## src/rtl/onehot_scanner.sv

```systemverilog
// One-hot line scanner: walks a single active select line up or down on each
// step, either stopping at the end line (done pulse) or wrapping around.
module onehot_scanner #(
    parameter int LENGTH = 4,
    parameter int WRAP   = 0,
    parameter int IW     = $clog2(LENGTH)
) (
    input  logic              clk,
    input  logic              reset,
    input  logic              start,
    input  logic [IW-1:0]     start_idx,
    input  logic              step,
    input  logic              dir,
    input  logic              abort,
    input  logic              out_en,
    output logic [LENGTH-1:0] sel,
    output logic [IW-1:0]     idx,
    output logic              busy,
    output logic              done,
    output logic              wrapped
);

    typedef enum logic {
        IDLE = 1'b0,
        SCAN = 1'b1
    } state_t;

    localparam logic [IW-1:0] LAST_IDX = IW'(LENGTH - 1);
    localparam bit            WRAP_EN  = (WRAP != 0);

    state_t            state_reg, state_next;
    logic [IW-1:0]     idx_reg, idx_next;
    logic [LENGTH-1:0] onehot_reg, onehot_next;
    logic              done_reg, done_next;
    logic              wrapped_reg, wrapped_next;
    logic [IW-1:0]     start_clamped;
    logic              at_end;

    // When LENGTH fills the index range no start_idx can overshoot.
    generate
        if (LENGTH == (1 << IW)) begin : g_no_clamp
            assign start_clamped = start_idx;
        end else begin : g_clamp
            assign start_clamped = (start_idx > LAST_IDX) ? LAST_IDX : start_idx;
        end
    endgenerate

    assign at_end = dir ? (idx_reg == '0) : (idx_reg == LAST_IDX);

    always_comb begin
        state_next   = state_reg;
        idx_next     = idx_reg;
        done_next    = 1'b0;
        wrapped_next = 1'b0;
        if (abort) begin
            state_next = IDLE;
        end else if (start) begin
            state_next = SCAN;
            idx_next   = start_clamped;
        end else if (step && (state_reg == SCAN)) begin
            if (!at_end) begin
                idx_next = dir ? (idx_reg - 1'b1) : (idx_reg + 1'b1);
            end else if (WRAP_EN) begin
                idx_next     = dir ? LAST_IDX : '0;
                wrapped_next = 1'b1;
            end else begin
                state_next = IDLE;
                done_next  = 1'b1;
            end
        end
    end

    // The one-hot pattern is decoded from the next index so it can never
    // drift from idx; it is all zeros whenever the next state is IDLE.
    generate
        for (genvar gi = 0; gi < LENGTH; gi++) begin : g_decode
            assign onehot_next[gi] = (state_next == SCAN) && (idx_next == IW'(gi));
        end
    endgenerate

    always_ff @(posedge clk or posedge reset) begin
        if (reset) begin
            state_reg   <= IDLE;
            idx_reg     <= '0;
            onehot_reg  <= '0;
            done_reg    <= 1'b0;
            wrapped_reg <= 1'b0;
        end else begin
            state_reg   <= state_next;
            idx_reg     <= idx_next;
            onehot_reg  <= onehot_next;
            done_reg    <= done_next;
            wrapped_reg <= wrapped_next;
        end
    end

    assign sel     = out_en ? onehot_reg : '0;
    assign idx     = idx_reg;
    assign busy    = (state_reg == SCAN);
    assign done    = done_reg;
    assign wrapped = wrapped_reg;

endmodule
```

## config.mk

```make
export PLATFORM = sky130hd
export DESIGN_NAME = onehot_scanner
export DESIGN_NICKNAME = d
export VERILOG_FILES = /design/src/rtl/onehot_scanner.sv
export SDC_FILE = /design/constraint.sdc
export NUM_CORES = 1
export LEC_CHECK = 0
export ABC_AREA = 1
export ABC_CLOCK_PERIOD_IN_PS = 2350
export BUFFER_PORTS_ARGS = -buffer_cell sky130_fd_sc_hd__buf_2
export CORE_AREA = 3 3 40 42
export CTS_CLUSTER_SIZE = 24
export DETAILED_ROUTE_END_ITERATION = 10
export DIE_AREA = 0 0 43 45
export PLACE_DENSITY = 0.58
export SETUP_SLACK_MARGIN = 0.02
export SYNTH_ARGS = -nofsm -noshare
export SYNTH_HDL_FRONTEND = slang
export SYNTH_SLANG_ARGS = --single-unit
```

## constraint.sdc

```tcl
create_clock -name clk -period 2.35 [get_ports clk]
set_clock_uncertainty 0.15 [all_clocks]
set_input_delay 0.705 -clock clk [delete_from_list [all_inputs] [get_ports clk]]
set_output_delay 0.705 -clock clk [all_outputs]
set_load 0.02 [all_outputs]
```

==> summary.txt, run 1 <==
Final layout
  • Nets: 99
  • Fillers: 136
  • Area delta synth->final: 23.2%
  • Area of the multi-input gates: 223 sq um
  • Final cell count without fillers: 102
  • Final Instance Area: 604 sq um
  • FF+latch area: 200 sq um
  • ANT cells: 0
  • Fraction of layout cells with a size suffix above 1: 31.0%
  • Max FFs per register: 4

Logic synthesis
  • Cell with the most instances after synthesis: nand2_1
  • Post-synth net total: 79
  • Number of enable flip-flop cells after synthesis: 0
  • Fraction of registers with async set or reset after synthesis: 100%
  • Post-Synthesis Cells: 69
  • Register area share after synthesis: 40.8%
  • Synth top cells by count: nand2_1 (20), inv_1 (13), dfrtp_1 (8), nand3_1 (6), nor2_1 (6)
  • Top post-synthesis cells by area: dfrtp_1 (41%), nand2_1 (15%), inv_1 (9.9%)
  • Synth top area share: 40.8%
  • Yosys cell types: 19
  • YS warnings: 0
  • Count of state elements after synthesis: 8
  • Synth area leader: dfrtp_1
  • Prevailing post-synth register cell: dfrtp_1
  • Avg Synthesized Cell Area: 7.11 sq um
  • Cell Area, Synth: 490 sq um

Worst setup path
  • Worst endpoint required time: 1.49 ns
  • Highest cell delay on the worst timing path: 0.15 ns
  • Worst path slowest cell: buf_2
  • WP data arrival: 1.07 ns
  • CP most frequent cell: buf_2
  • WP buf/inv: 3
  • Max FO, Critical Path: 4
  • Critical path's top delay family: buffers and inverters
  • Startpoint Class: input pin
  • Crit. End Element: primary output
  • Cells along the critical path: buf_2 -> nand2_1 -> inv_1 -> buf_2
  • CP Class: input pin to primary output

Floorplanning
  • Die width: 43 microns
  • I/O pin total: 18
  • Die height: 45 microns
  • Initial Util: 38.2%
  • Core Area: 0.00128 sq mm
  • Row count: 13
  • Die area: 0.00194 sq mm

Drt
  • DRC errors left: 0
  • TritonRoute pass-1 iters: 4
  • Initial DRC count: 3
  • Final WL: 946 microns
  • Avg Vias per Cell: 4.42
  • Wire length per cell: 9.27 microns
  • Via count: 451
  • Detail Route Antenna Nets: 0

Outcome
  • Status: finished, final reports clean

Clock tree
  • Num CTS Buffers: 3
  • Hold buffer count at CTS: 0
  • Clock Path Buffers: 2
  • Post-CTS Setup Repair Bufs: 0
  • Root buffer cell: clkbuf_4
  • Clock sinks: 8
  • Clock transition at the registers of the reported paths: 0.06 ns
  • Post-cts resize count: 0
  • Clk Latency, worst-skew pair: 0.25 ns
  • CTS tree: yes
  • CTS H-Tree Depth: 1

GRT
  • Final global-route overflow total: 0
  • Initial antenna violation count: 0
  • Vias in the first global route: 392
  • Total GRT Usage: 10.8%
  • First-pass GRT wire length: 1550 microns
  • Largest net degree at the start of global routing: 9

STA
  • FMAX: 520 MHz
  • Fin crit share: 81.8%
  • Final slew viol count: 0
  • Hold WS: 0.233 ns
  • Hold Fails Final Rpt: 0
  • Min Clock Period, post-route: 1.92 ns
  • Setup_tns: 0 ns
  • Finish-stage setup viols: 0
  • RSZ-0062 raised after global routing: false

Run
  • Max_cap viols: 0

Power
  • Lkg Pwr: 0.384 nW
  • Peak VDD IR: 0.190 mV
  • Power per cell area: 600 mW/mm^2

Placement
  • Port bufs: 16
  • Routability cong.: 0.815
  • Placed inst area: 582 sq um
  • Placed cells: 99
  • DPL Wire Length: 783 microns

Hold path
  • Worst hold path class: input pin to asynchronous set/reset pin
==> report_power, final <==
part | switching (mW) | leakage (nW) | total, mW | internal, mW
Combinational | 0.0633 | 0.267 | 0.0981 | 0.0348
Clock | 0.0432 | 0.0138 | 0.101 | 0.0582
Sequential | 0.0131 | 0.103 | 0.163 | 0.150
Total | 0.120 | 0.384 | 0.362 | 0.243
==> kinds of logic (layout without fill, tap and decap cells) <==
family	after synthesis	after routing	share of synthesized area [%]
other	1	1	0.765
AOI/OAI and AO/OA	5	5	7.14
buffers and inverters	17	35	13.8
and+or+nand+nor	37	37	33.4
DFF	8	8	40.8
adders and majority gates	1	1	4.08
==> cells in the final DEF, fill, tap and decap left out <==
| master | n |
|---|---|
| nand2_1 | 20 |
| buf_2 | 16 |
| inv_1 | 13 |
| dfrtp_1 | 8 |
| nor2_1 | 6 |
| nand3_1 | 6 |
| inv_2 | 3 |
| clkbuf_4 | 3 |
| a21oi_1 | 1 |
| o21ai_0 | 1 |
| or2_0 | 1 |
| o21ai_2 | 1 |
| nand2_2 | 1 |
| nor2_2 | 1 |
| nor2_4 | 1 |
| o21ai_1 | 1 |
| a21boi_2 | 1 |
| nor4_1 | 1 |
| fa_1 | 1 |
| conb_1 | 1 |
==> metal layers <==
layer | global-route usage [%] | vias up | routed length (microns)
li1 | - | 239 | -
met1 | 14.5 | 197 | 437
met2 | 16.5 | 15 | 453
met3 | 2.39 | 0 | 54
met4 | 5.42 | 0 | 0
met5 | 0 | - | 0
==> cell type report <==
cell class,instances,area share (%)
Clock buffer,3,3.73
Inverter,16,9.94
Multi-Input combinational cell,44,36.9
Sequential cell,8,33.1
Tap cell,15,3.11
Timing Repair Buffer,16,13.3
==> stage by stage <==
step / util, % / worst slack [ns] / power, mW
2_1_floorplan: - / 0.526 / 0.234
3_3_place_gp: 45.3 / 0.349 / 0.262
3_5_place_dp: 45.3 / 0.317 / 0.264
4_1_cts: 47.0 / 0.430 / 0.366
5_1_grt: 47.0 / 0.385 / 0.386
6_report: 47.0 / 0.428 / 0.362
==> final timing paths <==
path / start / endpoint / slack [ns] / cells past startpoint
max: out_en / sel[1] / 0.43 / 4
min: reset / done / 0.23 / 2
max reg2reg: idx[0] / onehot_reg[2] / 0.74 / 7
min reg2reg: busy / done / 0.50 / 2
max in group asynchronous: reset / onehot_reg[2] / 1.59 / 2
min in group clk: busy / done / 0.50 / 2
Note: power is estimated with default switching activity, not from simulation.
==> inputs of run 2 (changes only) <==
- ABC_AREA: 1 -> 0
- ABC_CLOCK_PERIOD_IN_PS: 2350 -> 1750
- clock period: 2.35 -> 1.75 ns (I/O delays scaled with it)
==> run 2 against run 1 <==
  * Power rose by 47%
  * Sequential share of layout area fell by 1.5 points
  * Die area did not move
  * Final area rose by 5.4%
  * Setup slack got worse by 0.34 ns
  * Synthesized cell count fell by 38%
  * Routed wire length fell by 3.6%
  * Final cell count fell by 19%
  * Global-route usage fell by 0.28 points
  * Critical path type is now register to primary output
  * Largest cell class unchanged
  * Largest power group unchanged
  * Highest routed layer unchanged
==> summary.txt, run 2 <==
Outcome
  • Status: finished, final reports clean

Placement
  • Port bufs: 16
  • Placed inst area: 611 sq um
  • Routability cong.: 0.719
  • DPL Wire Length: 732 microns
  • Placement Setup Slack: -0.120 ns

Drt
  • Final WL: 912 microns
  • Avg Vias per Cell: 4.59
  • Via count: 381
  • Detail Route Antenna Nets: 0
  • TritonRoute pass-1 iters: 3
  • Initial DRC count: 7
  • DRC errors left: 0
  • Wire length per cell: 11.0 microns

GRT
  • Largest net degree at the start of global routing: 9
  • Total GRT Usage: 10.5%
  • First-pass GRT wire length: 1500 microns
  • Initial antenna violation count: 0
  • Vias in the first global route: 348
  • Final global-route overflow total: 0

Run
  • Max_cap viols: 0

Logic synthesis
  • Prevailing post-synth register cell: dfrtp_1
  • Avg Synthesized Cell Area: 10.7 sq um
  • Post-Synthesis Cells: 43
  • Count of state elements after synthesis: 8
  • Synth area leader: dfrtp_1
  • Synth top area share: 43.4%
  • Yosys cell types: 26
  • Top post-synthesis cells by area: dfrtp_1 (43%), and2_1 (5.4%), a31oi_4 (4.6%)
  • Cell with the most instances after synthesis: dfrtp_1
  • Register area share after synthesis: 43.4%
  • Fraction of registers with async set or reset after synthesis: 100%
  • Post-synth net total: 53
  • Synth top cells by count: dfrtp_1 (8), and2_1 (4), nor2_1 (4), inv_1 (3)
  • YS warnings: 0
  • Number of enable flip-flop cells after synthesis: 0
  • Cell Area, Synth: 462 sq um

STA
  • Hold WS: 0.0464 ns
  • Worst setup margin: 0.0878 ns
  • Final slew viol count: 0
  • FMAX: 602 MHz
  • Finish-stage setup viols: 0
  • Hold Fails Final Rpt: 0
  • Min Clock Period, post-route: 1.66 ns
  • Fin crit share: 95.0%
  • Setup_tns: 0 ns
  • RSZ-0062 raised after global routing: false

Final layout
  • Fillers: 133
  • Fraction of layout cells with a size suffix above 1: 50.0%
  • Commonest non-fill, non-tap cells in the layout: buf_2 (16), dfrtp_1 (7), buf_4 (6)
  • Area delta synth->final: 37.9%
  • Final Instance Area: 637 sq um
  • Commonest non-fill, non-tap cell in the layout: buf_2
  • Nets: 79
  • ANT cells: 0
  • Max FFs per register: 4

Floorplanning
  • Row count: 13
  • Initial Util: 35.9%
  • Core Area: 0.00128 sq mm
  • Die width: 43 microns
  • I/O pin total: 18
  • Die height: 45 microns
  • Die area: 0.00194 sq mm

Clock tree
  • Clock Path Buffers: 2
  • Clock sinks: 8
  • Clock transition at the registers of the reported paths: 0.06 ns
  • Post-cts resize count: 0
  • Hold buffer count at CTS: 0
  • CTS tree: yes
  • Clk Latency, worst-skew pair: 0.25 ns
  • CTS H-Tree Depth: 1
  • Post-CTS Setup Repair Bufs: 0
  • Num CTS Buffers: 3
  • Root buffer cell: clkbuf_4

Power
  • Combinational Power Share: 32.0%
  • Design Power: 0.532 mW
  • Power per cell area: 836 mW/mm^2
  • Net Sw Power: 0.167 mW
  • Peak VDD IR: 0.450 mV
  • Lkg Pwr: 0.325 nW
  • Flop pwr share: 40.2%
  • Sw frac: 31.4%
  • Cell-internal power: 0.365 mW
  • Clock power share: 27.8%

Worst setup path
  • Crit. Startpoint: idx[0]
  • WP data arrival: 0.99 ns
  • Startpoint Class: register
  • Worst endpoint required time: 1.07 ns
  • CP Class: register to primary output
  • Crit. End Element: primary output
  • R2R Path Start: idx[0]
  • Max FO, Critical Path: 7

Hold path
  • Worst hold path class: input pin to asynchronous set/reset pin
[run 2: cell count changes after synthesis, moves of 2 or more]
| cell | change |
|---|---|
| and4b_1 | +2 |
| inv_2 | -3 |
| and2_1 | +4 |
| inv_1 | -10 |
| nand3_1 | -6 |
| nand2_1 | -20 |
| nor2_1 | -2 |
[run 2: kinds of logic after synthesis]
group	after synthesis	share of synthesized area (%)
AOI/OAI and AO/OA	9	17.6
muxes	1	2.17
buffers and inverters	4	4.07
DFF	8	43.4
other	1	0.812
and+or+nand+nor	19	27.6
adders and majority gates	1	4.34
[run 2: power groups by stage]
stage / logic, mW / clock network, mW / registers, mW
after floorplan: 0.0820 / 0 / 0.238
after global placement: 0.172 / 0 / 0.217
after detailed placement: 0.171 / 0 / 0.218
after CTS: 0.172 / 0.155 / 0.214
after global routing: 0.186 / 0.165 / 0.217
final: 0.171 / 0.148 / 0.214
[run 2: layout make-up]
class	instances	area, sq um	area share (%)
sequential	8	201	31.6
clock buffer	4	26.3	4.13
inverter	3	11.3	1.77
tap	15	18.8	2.95
multi-input combinational	31	254	39.9
timing repair buffer	22	125	19.6
[run 2: worst paths after layout]
kind | endpoint | slack (ns) | depth (start not counted)
worst max-delay path | idx[0] | 0.09 | 2
worst min-delay path | idx[1] | 0.05 | 2
worst max register to register | onehot_reg[2] | 0.10 | 5
worst min register to register | done | 0.55 | 3
max in group asynchronous | idx[0] | 1.16 | 2
min in group clk | done | 0.37 | 2
[run 2: per-stage QoR]
stage | utilization (%) | std cells
finish | 49.6 | 83
global route | 49.6 | 83
CTS | 49.6 | 83
detailed placement | 47.5 | 79
global placement | 47.5 | 79
floorplan | - | 43
[run 2: layer usage]
| layer | wire length (microns) | up-vias | track usage, % | share of wire [%] |
|---|---|---|---|---|
| met5 | 0 | - | 0 | 0 |
| met1 | 433 | 174 | 15.1 | 47 |
| li1 | - | 197 | - | - |
| met4 | 0 | 0 | 1.81 | 0 |
| met3 | 63 | 0 | 4.78 | 6.9 |
| met2 | 415 | 10 | 14.7 | 46 |
[run 2: worst max-delay path, cell delays in order, from the launching register on]
cell,delay [ns]
dfrtp_2,0.42
buf_4,0.16
buf_2,0.15
==> inputs of run 3 (changes only) <==
- ABC_CLOCK_PERIOD_IN_PS: 1750 -> 1940
- PLACE_DENSITY: 0.58 -> 0.56
- clock period: 1.75 -> 1.94 ns (I/O delays scaled with it)
==> run 3 against run 2 <==
  * First-iteration DRC count decreased by 14%
  * Critical path depth up 5
  * Core utilization is 3.6 points lower
  * Global-route usage decreased by 0.31 points
  * Combinational power shrank 26%
  * Sequential power is 8% lower
  * Clock power fell by 18%
  * Register-to-register slack better by 0.15 ns
  * Worst hold slack better by 0.061 ns
  * Largest cell class unchanged
  * Sequential share of layout area grew 2.3 points
  * Routed wire length shrank 8.9%
  * Power decreased by 17%
  * Critical path type is now input pin to register
==> summary.txt, run 3 (synthesized netlist as in run 2, its figures left out) <==
GRT
  • Vias in the first global route: 301
  • Final global-route overflow total: 0
  • Initial antenna violation count: 0
  • Total GRT Usage: 10.2%
  • First-pass GRT wire length: 1370 microns
  • Largest net degree at the start of global routing: 9

STA
  • Final slew viol count: 0
  • Worst setup margin: 0.202 ns
  • FMAX: 575 MHz
  • Hold WS: 0.107 ns
  • Setup_tns: 0 ns
  • Finish-stage setup viols: 0
  • RSZ-0062 raised after global routing: false
  • Hold Fails Final Rpt: 0
  • Fin crit share: 89.6%
  • Min Clock Period, post-route: 1.74 ns

Worst setup path
  • CP Class: input pin to register
  • Max FO, Critical Path: 5
  • WP buf/inv: 2
  • Worst endpoint required time: 1.91 ns
  • WP data arrival: 1.70 ns
  • Crit. End Element: register
  • Cells along the critical path: buf_2 -> inv_1 -> fa_1 -> and4b_1 -> a21oi_1 -> o21ai_2 -> nor3b_1
  • Highest cell delay on the worst timing path: 0.40 ns
  • Startpoint Class: input pin
  • Worst path slowest cell: fa_1
  • Critical path's top delay family: adder cells

Clock tree
  • Num CTS Buffers: 3
  • Clock transition at the registers of the reported paths: 0.05 ns
  • Clock sinks: 8
  • Clk Latency, worst-skew pair: 0.25 ns
  • Clock Path Buffers: 2
  • Post-cts resize count: 0
  • Post-CTS Setup Repair Bufs: 0
  • CTS H-Tree Depth: 1
  • CTS tree: yes
  • Hold buffer count at CTS: 0
  • Root buffer cell: clkbuf_4

Placement
  • Placed inst area: 568 sq um
  • DPL Wire Length: 666 microns
  • Port bufs: 16
  • Placement Setup Slack: -0.0503 ns
  • Placed cells: 75
  • Routability cong.: 0.706

Floorplanning
  • Initial Util: 35.9%
  • Die width: 43 microns
  • Die area: 0.00194 sq mm
  • Die height: 45 microns
  • Row count: 13
  • Core Area: 0.00128 sq mm
  • I/O pin total: 18

Final layout
  • Fraction of layout cells with a size suffix above 1: 41.3%
  • ANT cells: 0
  • Area delta synth->final: 27.9%
  • FF+latch area: 200 sq um
  • Fillers: 129
  • Final core utilization: 46.0%
  • Area of the multi-input gates: 243 sq um
  • Commonest non-fill, non-tap cells in the layout: buf_2 (16), dfrtp_1 (8), nor2_1 (4), and2_1 (4)
  • Max FFs per register: 4
  • Nets: 75
  • Final Instance Area: 591 sq um
  • Final cell count without fillers: 78
  • Commonest non-fill, non-tap cell in the layout: buf_2

Drt
  • Final WL: 831 microns
  • Initial DRC count: 6
  • Avg Vias per Cell: 4.68
  • Detail Route Antenna Nets: 0
  • Via count: 365
  • DRC errors left: 0
  • TritonRoute pass-1 iters: 3
  • Wire length per cell: 10.7 microns

Power
  • Peak VDD IR: 0.358 mV
  • Power per cell area: 751 mW/mm^2
  • Lkg Pwr: 0.305 nW
  • Design Power: 0.443 mW

Outcome
  • Status: finished, final reports clean

Hold path
  • Worst hold path class: input pin to asynchronous set/reset pin

Run
  • Max_cap viols: 0
[run 3: final timing paths]
| path | startpoint | end | slack, ns | depth (start not counted) |
|---|---|---|---|---|
| max reg2reg | idx[1] | onehot_reg[2] | 0.25 | 5 |
| max in group asynchronous | reset | busy | 1.31 | 2 |
| min | reset | done | 0.11 | 2 |
| min reg2reg | busy | done | 0.49 | 2 |
| min in group clk | abort | done | 0.45 | 2 |
| max | dir | onehot_reg[2] | 0.20 | 7 |
[run 3: worst reg2reg max path, delay by kind of cell, from the launching register on]
kind            cells  cell delay (ns)
flops               1             0.44
fa+ha+maj           1             0.38
simple gates        2             0.32
compound gates      2             0.27
[run 3: where the power goes]
group / internal (mW) / switching [mW]
clock: 0.0703 / 0.0502
combinational: 0.0521 / 0.0745
sequential: 0.183 / 0.0137
total: 0.305 / 0.138
[run 3: routing by layer]
layer  GRT usage, %  vias up  share of wire (%)
met5              0        -                  0
met4           3.61        0               0.72
met3           7.57        2                9.7
met2           13.2       10                 47
met1           13.0      164                 42
li1               -      189                  -
[run 3: final cells by class]
class,instances,area share [%]
Sequential cell,8,33.9
Tap cell,15,3.18
Timing Repair Buffer,18,16.1
Inverter,3,1.91
Multi-Input combinational cell,31,41.1
Clock buffer,3,3.81
